`config.mk`:
```
export PLATFORM = sky130hd
export DESIGN_NAME = clic_irq_tx_flat
export DESIGN_NICKNAME = d
export VERILOG_FILES = /design/src/rtl/clic_pkg.sv /design/src/rtl/clic_irq_tx_if.sv /design/src/rtl/clic_max_tree.sv /design/src/rtl/clic_irq_tx.sv /design/src/flat_wrapper.sv
export SDC_FILE = /design/constraint.sdc
export NUM_CORES = 1
export LEC_CHECK = 0
export ABC_AREA = 1
export CAP_MARGIN = 30
export CORE_AREA = 4 4 333 335
export DETAILED_ROUTE_END_ITERATION = 6
export DIE_AREA = 0 0 337 339
export HOLD_SLACK_MARGIN = 0.1
export SLEW_MARGIN = 20
export SYNTH_ARGS = -nofsm -noshare
export SYNTH_HDL_FRONTEND = slang
export SYNTH_SLANG_ARGS = --single-unit
```
`constraint.sdc`:
```
create_clock -name clk_i -period 4.5 [get_ports clk_i]
set_input_delay 0.675 -clock clk_i [delete_from_list [all_inputs] [get_ports clk_i]]
set_output_delay 0.675 -clock clk_i [all_outputs]
set_load 0.03 [all_outputs]
```
`src/rtl/clic_pkg.sv`:
```
// rtl/clic_pkg.sv - shared types and constants for the CLIC interrupt transmitter
package clic_pkg;

    localparam int LevelWidth  = 8;
    localparam int NodeIdWidth = 16;

    typedef enum logic [1:0] {
        IDLE = 2'd0,
        REQ  = 2'd1,
        CLR  = 2'd2
    } clic_state_e;

    // Field order makes a plain unsigned compare rank valid, then level, then id.
    typedef struct packed {
        logic                   valid;
        logic [LevelWidth-1:0]  level;
        logic [NodeIdWidth-1:0] id;
    } clic_node_t;

endpackage

```
`src/rtl/clic_irq_tx_if.sv`:
```
// rtl/clic_irq_tx_if.sv - one-hot interrupt request/ack link between CLIC and core
interface clic_irq_tx_if
    import clic_pkg::*;
#(
    parameter int NumSrc = 64
) ();

    logic [NumSrc-1:0]         irq;
    logic [LevelWidth-1:0]     irq_level;
    logic [$clog2(NumSrc)-1:0] irq_id;
    logic                      irq_ack;

    modport master (output irq, output irq_level, output irq_id, input irq_ack);
    modport slave  (input irq, input irq_level, input irq_id, output irq_ack);

endinterface

```
`src/rtl/clic_max_tree.sv`:
```
// rtl/clic_max_tree.sv - combinational max-tree picking the highest {valid, level, id} source
module clic_max_tree
    import clic_pkg::*;
#(
    parameter int NumSrc  = 64,
    parameter int IdWidth = $clog2(NumSrc)
) (
    input  logic [NumSrc-1:0]            eligible_i,
    input  logic [NumSrc*LevelWidth-1:0] level_i,
    output logic                         valid_o,
    output logic [LevelWidth-1:0]        level_o,
    output logic [IdWidth-1:0]           id_o
);

    localparam int Depth = $clog2(NumSrc);

    always_comb begin
        clic_node_t nodes [NumSrc];
        for (int i = 0; i < NumSrc; i++) begin
            nodes[i].valid = eligible_i[i];
            nodes[i].level = level_i[i*LevelWidth +: LevelWidth];
            nodes[i].id    = NodeIdWidth'(i);
        end
        // Reduce in place: each level folds pairs (2j, 2j+1) into slot j.
        for (int l = 0; l < Depth; l++) begin
            for (int j = 0; j < (NumSrc >> (l + 1)); j++) begin
                nodes[j] = (nodes[2*j+1] > nodes[2*j]) ? nodes[2*j+1] : nodes[2*j];
            end
        end
        valid_o = nodes[0].valid;
        level_o = nodes[0].level;
        id_o    = nodes[0].id[IdWidth-1:0];
    end

endmodule

```
`src/rtl/clic_irq_tx.sv`:
```
// rtl/clic_irq_tx.sv - CLIC-side transmitter: arbitrates sources and drives the core's one-hot irq
module clic_irq_tx
    import clic_pkg::*;
#(
    parameter int NumSrc     = 64,
    parameter int LevelWidth = 8
) (
    input  logic                         clk_i,
    input  logic                         rst_ni,
    input  logic [NumSrc-1:0]            pending_i,
    input  logic [NumSrc-1:0]            enable_i,
    input  logic [NumSrc-1:0]            edge_i,
    input  logic [NumSrc*LevelWidth-1:0] level_i,
    output logic [NumSrc-1:0]            clr_o,
    clic_irq_tx_if.master                core
);

    localparam int IdWidth = $clog2(NumSrc);

    logic [NumSrc-1:0]     eligible;
    logic                  win_valid;
    logic [LevelWidth-1:0] win_level;
    logic [IdWidth-1:0]    win_id;

    clic_state_e           state_q, state_d;
    logic [IdWidth-1:0]    id_q, id_d;
    logic [LevelWidth-1:0] level_q, level_d;
    logic [NumSrc-1:0]     irq_q, irq_d;

    assign eligible = pending_i & enable_i;

    clic_max_tree #(
        .NumSrc  (NumSrc),
        .IdWidth (IdWidth)
    ) u_max_tree (
        .eligible_i (eligible),
        .level_i    (level_i),
        .valid_o    (win_valid),
        .level_o    (win_level),
        .id_o       (win_id)
    );

    always_ff @(posedge clk_i or negedge rst_ni) begin
        if (!rst_ni) begin
            state_q <= IDLE;
            id_q    <= '0;
            level_q <= '0;
            irq_q   <= '0;
        end else begin
            state_q <= state_d;
            id_q    <= id_d;
            level_q <= level_d;
            irq_q   <= irq_d;
        end
    end

    // Ack outranks withdrawal so an acknowledged interrupt always gets its clear.
    always_comb begin
        state_d = state_q;
        id_d    = id_q;
        level_d = level_q;
        case (state_q)
            IDLE: begin
                if (win_valid) begin
                    state_d = REQ;
                    id_d    = win_id;
                    level_d = win_level;
                end
            end
            REQ: begin
                if (core.irq_ack) begin
                    state_d = CLR;
                end else if (!eligible[id_q]) begin
                    state_d = IDLE;
                end else if (win_level > level_q) begin
                    state_d = IDLE;
                end
            end
            CLR:     state_d = IDLE;
            default: state_d = IDLE;
        endcase
    end

    always_comb begin
        irq_d = '0;
        if (state_d == REQ) begin
            irq_d[id_d] = 1'b1;
        end
        clr_o = '0;
        if ((state_q == REQ) && core.irq_ack && edge_i[id_q]) begin
            clr_o[id_q] = 1'b1;
        end
    end

    assign core.irq       = irq_q;
    assign core.irq_level = level_q;
    assign core.irq_id    = id_q;

endmodule

```
`src/flat_wrapper.sv`:
```
// flat-port wrapper written by rule: the top's interface ports become plain ports
module clic_irq_tx_flat import clic_pkg::*;
#(
    parameter int NumSrc     = 64,
    parameter int LevelWidth = 8
)
  (clk_i, rst_ni, pending_i, enable_i, edge_i, level_i, clr_o, core_irq, core_irq_level, core_irq_id, core_irq_ack);
  clic_irq_tx_if #(.NumSrc(NumSrc)) core_i ();
  input  logic clk_i;
  input  logic rst_ni;
  input  logic [NumSrc-1:0] pending_i;
  input  logic [NumSrc-1:0] enable_i;
  input  logic [NumSrc-1:0] edge_i;
  input  logic [NumSrc*LevelWidth-1:0] level_i;
  output logic [NumSrc-1:0] clr_o;
  output wire logic [$bits(core_i.irq)-1:0] core_irq;
  output wire logic [$bits(core_i.irq_level)-1:0] core_irq_level;
  output wire logic [$bits(core_i.irq_id)-1:0] core_irq_id;
  input wire logic [$bits(core_i.irq_ack)-1:0] core_irq_ack;
  assign core_irq = core_i.irq;
  assign core_irq_level = core_i.irq_level;
  assign core_irq_id = core_i.irq_id;
  assign core_i.irq_ack = core_irq_ack;
  clic_irq_tx #(.NumSrc(NumSrc), .LevelWidth(LevelWidth)) u_core (.clk_i(clk_i), .rst_ni(rst_ni), .pending_i(pending_i), .enable_i(enable_i), .edge_i(edge_i), .level_i(level_i), .clr_o(clr_o), .core(core_i));
endmodule
```
# ---- Word-level counts from Yosys, hierarchy flattened
# Index checks and enable logic that the tools add are counted.
dict set report op_classes {
  order_cmp 68
  n_reduce_logical 6
  div 0
  bitwise 1
  eq_ne 2
  addsub 0
  shifts 0
  n_mux 80
  mul 0
}
# operator count
set ops {}
lappend ops {{$gt 25x25->1} 63}
lappend ops {{$mux 25} 63}
lappend ops {{$mux 64} 2}
lappend ops {{$and 64x64->64} 1}
lappend ops {{$lt 6x7->1 const B} 2}
lappend ops {{$bmux 1 s6} 2}
lappend ops {{$demux 1 s6} 2}
lappend ops {{$ge 6x1->1 const B} 2}
lappend ops {{$mux 6} 2}
lappend ops {{$gt 8x8->1} 1}
lappend ops {{$mux 2} 4}
lappend ops {{$eq 2x1->1 const B} 2}
lappend ops {{$logic_and 1x1->1} 4}
lappend ops {{$mux 1} 4}
lappend ops {{$pmux 2 s2} 1}
lappend ops {{$logic_not 2->1} 1}
lappend ops {{$reduce_and 2->1} 1}
dict set report word_totals {
  latchBits 0
  romBits 0
  wordCells 161
  memories 0
  reg_bits 80
  ram_bits 0
}

# ---- Longest topological paths before layout
dict set report logic_depth {
  word_depth 20
  depth_mapped 85
  ltp_nobuf 77
}

# ---- Modules after synthesis
# From an unflattened synthesis, not the netlist that was laid out.
dict set report hier_totals {
  cells_unflattened 4176
  area_unflattened_um2 24257.0
}
# mod area_per_inst_um2 instances seq_area_each_um2 cells_each
set modules_own_cells {}
lappend modules_own_cells {clic_max_tree 18845.6 1 0.0 3302}
lappend modules_own_cells {clic_irq_tx 5411.4 1 2001.9 874}

# ---- Worst setup path before layout
# No wires, ideal clock.
dict set report synth_path {
  path_type {input-to-reg}
  start {input pending_i[29]}
  end {register u_core.irq_q[0] (netlist: u_core.core.irq[0])}
  slack_ns -7.527
  cell_stages 68
  t_required_ns 4.428
  setup_ns 0.072
  arrival_time_ns 11.955
  path_buffers 11
  cell_sequence {nand2_1 -> inv_1 -> ha_1 -> nand2_1 -> nor2_1 -> o211ai_1 -> o2111ai_1 -> clkbuf_1 -> nor2_1 -> a21oi_1 -> ha_1 -> a21oi_1 -> a31oi_1 -> a2111oi_0 -> nand2_1 -> clkbuf_1 -> clkbuf_1 -> o21ai_0 -> [... 32 more ...] -> o21ai_0 -> a21oi_1 -> a2111oi_2 -> nand2_8 -> buf_2 -> buf_2 -> nand2_1 -> o21ai_0 -> ha_1 -> a21oi_1 -> nor2_1 -> a211oi_1 -> a2bb2oi_1 -> nor4_1 -> nor2_2 -> a21oi_4 -> nand2_2 -> nor2_1}
}
dict set report synth_between {
  elab_chain_len 20
}
# element line_no
set synth_lines {}
lappend synth_lines {{start, declared} flat_wrapper.sv:11} ;# input logic [NumSrc-1:0] pending_i;
lappend synth_lines {{$and 64x64->64 (*)} clic_irq_tx.sv:30} ;# assign eligible = pending_i & enable_i;
lappend synth_lines {{$gt 25x25->1} clic_max_tree.sv:27} ;# nodes[j] = (nodes[2*j+1] > nodes[2*j]) ? nodes[2*j+1] : nodes[2*j];
lappend synth_lines {{$mux 25 (*)} clic_max_tree.sv:27}
lappend synth_lines {{$gt 25x25->1} clic_max_tree.sv:27}
lappend synth_lines {{$mux 25 (*)} clic_max_tree.sv:27}
lappend synth_lines {{$gt 25x25->1} clic_max_tree.sv:27}
lappend synth_lines {{$mux 25 (*)} clic_max_tree.sv:27}
lappend synth_lines {{$gt 25x25->1} clic_max_tree.sv:27}
lappend synth_lines {{[... 5 more ...]} n/a}
lappend synth_lines {{via u_core.u_max_tree.level_o[5]} clic_max_tree.sv:11} ;# output logic [LevelWidth-1:0] level_o,
lappend synth_lines {{$gt 8x8->1 (*)} clic_irq_tx.sv:75} ;# end else if (win_level > level_q) begin
lappend synth_lines {{$mux 2 (*)} clic_irq_tx.sv:75}
lappend synth_lines {{$mux 2 (*)} clic_irq_tx.sv:73} ;# end else if (!eligible[id_q]) begin
lappend synth_lines {{$mux 2 (*)} clic_irq_tx.sv:71} ;# if (core.irq_ack) begin
lappend synth_lines {{$pmux 2 s2 (*)} clic_irq_tx.sv:62} ;# case (state_q)
lappend synth_lines {{$eq 2x1->1 (*)} clic_irq_tx.sv:86} ;# if (state_d == REQ) begin
lappend synth_lines {{$mux 64 (*)} clic_irq_tx.sv:86}
lappend synth_lines {{via u_core.irq_d[0]} clic_irq_tx.sv:28} ;# logic [NumSrc-1:0] irq_q, irq_d;
lappend synth_lines {{end signal, assigned} clic_irq_tx.sv:53} ;# irq_q <= irq_d;
lappend synth_lines {{end, declared} clic_irq_tx.sv:28}
# Mark *: on every way through the listed nets, which the timed path passes. The rest lies on a longest branch. The select of a mux whose other input is x is not followed.
# A chain may end at the register's enable or synchronous reset.

# ---- Worst setup path in the final report
dict set report layout_path {
  start {input pending_i[21]}
  end {register u_core.irq_q[56] (netlist: u_core.core.irq[56])}
}
# Same word-level chain as after synthesis.

==> qor.yml <==
wire_per_inst_um: 18.7
syn_to_final_growth_pct: 95.3
drc: 0
crit_arrival_ps: 10610
place.gp.congestion: 0.958
core_mm2: 0.108
firstDrtPassIters: 6
start_util_pct: 21.6
hold_violations: 0
start_kind: "input port"
clk_path_buf_depth: 2
synthCells: 3919
violations: "negative setup slack"
synth_area_leader_cell: "ha_1"
grt_pass1_wl_mm: 194
critical_path_class: "input port to register"
cp-end-kind: "register"
finalCriticalPeriod_ps: 10350
hold_class: "input port to async pin"
nets: 7050
antenna_found_initial: 47
seq_area_frac_synth_pct: 8.56
cts_tree: "done"
drt_wl_total_mm: 136
multiInputGateArea_mm2: 0.0217
drive_above_1_share_pct: 29.7
rr_worst_depth: 18
die_h_um: 339
clock_latency_ps: 330
dp_hpwl_mm: 119
status: "complete, but fails checks"
clk_pin_slew_ps: 60
htree_levels: 3
netlist_area_mm2: 0.0234
reg2reg_slack_ps: 300
ys_ff_latch: 80
via_per_inst: 4.62
cts_made_buffers: 9
grt_pass1_vias: 33626
register_area_mm2: 0.00200
rsz0062_at_grt: "yes"
grtUsageTotal_pct: 22.2
clock-skew-final_ps: 8.72
ant_nets: 0
tightest_slew_ps: 886
fin_crit_sh_pct: 230
ys.flop_type: "dfrtp_1"
async_reset_ff_share_pct: 100
cp_data_required_time_ps: 4760
vias: 33691
hold_buffers: 0
synth_area_leaders: "ha_1, nand2_1, o21ai_0"
worst_r2r_startpoint: "u_core.core.irq_id[1]"
cp_slowest_stage_delay_ps: 530
critPathSlowestCell: "clkdlybuf4s50_1"
slew_headroom_pct: 40.4
max_freq_mhz: 96.6
io_pins: 849
synth_cell_types: 58
fp.dieArea_mm2: 0.114
avgSynthCellArea_um2: 5.97
max-cap-violations: 0
grt_overflow: 0
fp.dieW_um: 337
setup_viol: 129
nFillCells: 11160
synth_nets: 5119
grt_max_degree: 81
fin_ws_ps: -5850
dr.first_iter.drc_count: 1362
worstPathMaxFanout: 8
whs_ps: 209
synth_edf_count: 0
cts-root-buf: "clkbuf_16"
r2r_end: "u_core.core.irq[56]"
portBuffers: 848
slew_violations: 0
synth_top_area_share_pct: 26.4
synth_warnings: 0
num_rows: 121
clock_sinks: 80
==> logic make-up (layout without fill, tap and decap cells) <==
logic type | after synthesis | in the layout | share of synthesized area [%]
simple gates | 1769 | 1778 | 31.9
other cells | 0 | 20 | 0
buf+inv | 617 | 2540 | 10.1
fa+ha+maj | 493 | 493 | 26.4
compound gates | 958 | 962 | 23.0
flops | 80 | 80 | 8.56
mux | 2 | 2 | 0.0856
==> what timing repair did <==
action                                 in CTS  in global routing
endpoints found under the hold margin       0                  0
resized for setup                         338                403
pin swaps                                  55                120
cloned                                     14                 11
setup endpoints to repair                 138                141
setup buffers                              57                 81
==> flip-flops by register name, summed over array words and instances (netlist names) <==
| register | cells |
|---|---|
| u_core.core.irq_level | 8 |
| u_core.core.irq | 64 |
| u_core.state_q | 2 |
| u_core.core.irq_id | 6 |
==> per-stage QoR <==
| stage | cell area (µm²) | instances | utilization [%] | setup WS (ps) | TNS, ps |
|---|---|---|---|---|---|
| 2_1_floorplan | 24000 | 3919 | - | -6220 | -471410 |
| 3_3_place_gp | 41800 | 7110 | 38.7 | -7010 | -556080 |
| 3_5_place_dp | 41800 | 7111 | 38.7 | -7320 | -559240 |
| 4_1_cts | 43500 | 7198 | 40.3 | -5750 | -447450 |
| 5_1_grt | 45600 | 7281 | 42.2 | -6480 | -514600 |
| 6_report | 45700 | 7289 | 42.2 | -5850 | -455450 |
==> how the worst max path moves through the flow <==
stage,from,to,cells after the start
2_1_floorplan,level_i[227],u_core.core.irq[10],72
3_3_place_gp,level_i[338],u_core.core.irq[8],60
3_5_place_dp,level_i[338],u_core.core.irq[23],60
4_1_cts,level_i[118],u_core.core.irq[13],65
5_1_grt,level_i[247],u_core.core.irq[0],66
6_report,pending_i[21],u_core.core.irq[56],66
==> placed cells by master, fill, tap and decap left out, drive strengths merged, types with 13 or more instances in the layout <==
cell,Yosys,layout
nand2,1183,1187
a221oi,14,14
buf,14,1169
dlygate4sd2,0,21
nor3,59,59
o21ai,513,513
dfrtp,80,80
ha,493,493
diode,0,20
a211oi,29,29
nor2,337,337
nand3b,15,15
clkdlybuf4s50,0,784
a21oi,286,286
o21a,13,13
o211ai,17,17
nand3,128,133
inv,523,523
nand4,36,36
o2111ai,15,19
==> critical path, delay by kind of cell <==
family                   cells  cell delay [ps]
adder cells (fa/ha/maj)      7             1680
AND/OR/NAND/NOR             22             2200
AO/OA/AOI/OAI               20             3380
buffers and inverters       17             2670
==> Yosys cell counts, drive strengths merged, types with 7 or more instances <==
master   count
a211oi      29
buf         14
o211ai      17
a22o         8
a22oi        9
a21o        10
o31ai        8
a2111oi      7
clkinv      10
nand2     1183
inv        523
ha         493
o21ai      513
a221oi      14
clkbuf      70
dfrtp       80
nand4       36
nand3      128
a21oi      286
o22ai       12
nor3        59
o21a        13
nor2       337
o2111ai     15
nand3b      15
==> metal layers <==
metal | global-route usage (%) | vias to the layer above | part of all wire, %
met5 | 0 | - | 0.13
met4 | 5.05 | 28 | 2.7
met3 | 3.67 | 195 | 5.9
met2 | 44.3 | 926 | 53
met1 | 24.1 | 15434 | 38
li1 | - | 17108 | -
==> area by class of cell <==
class                           instances  share of cell area (%)
Multi-Input combinational cell       3235                    47.4
Sequential cell                        80                    4.39
Timing Repair Buffer                 1988                    38.9
Tap cell                             1414                    3.88
Inverter                              533                    4.53
Antenna cell                           20                   0.110
Timing Repair inverter                  3                  0.0493
Clock buffer                           10                   0.523
Clock inverter                          6                   0.162
Power is not shown: default switching activity piles up to over one toggle a cycle in this logic, so the estimate is an artifact.
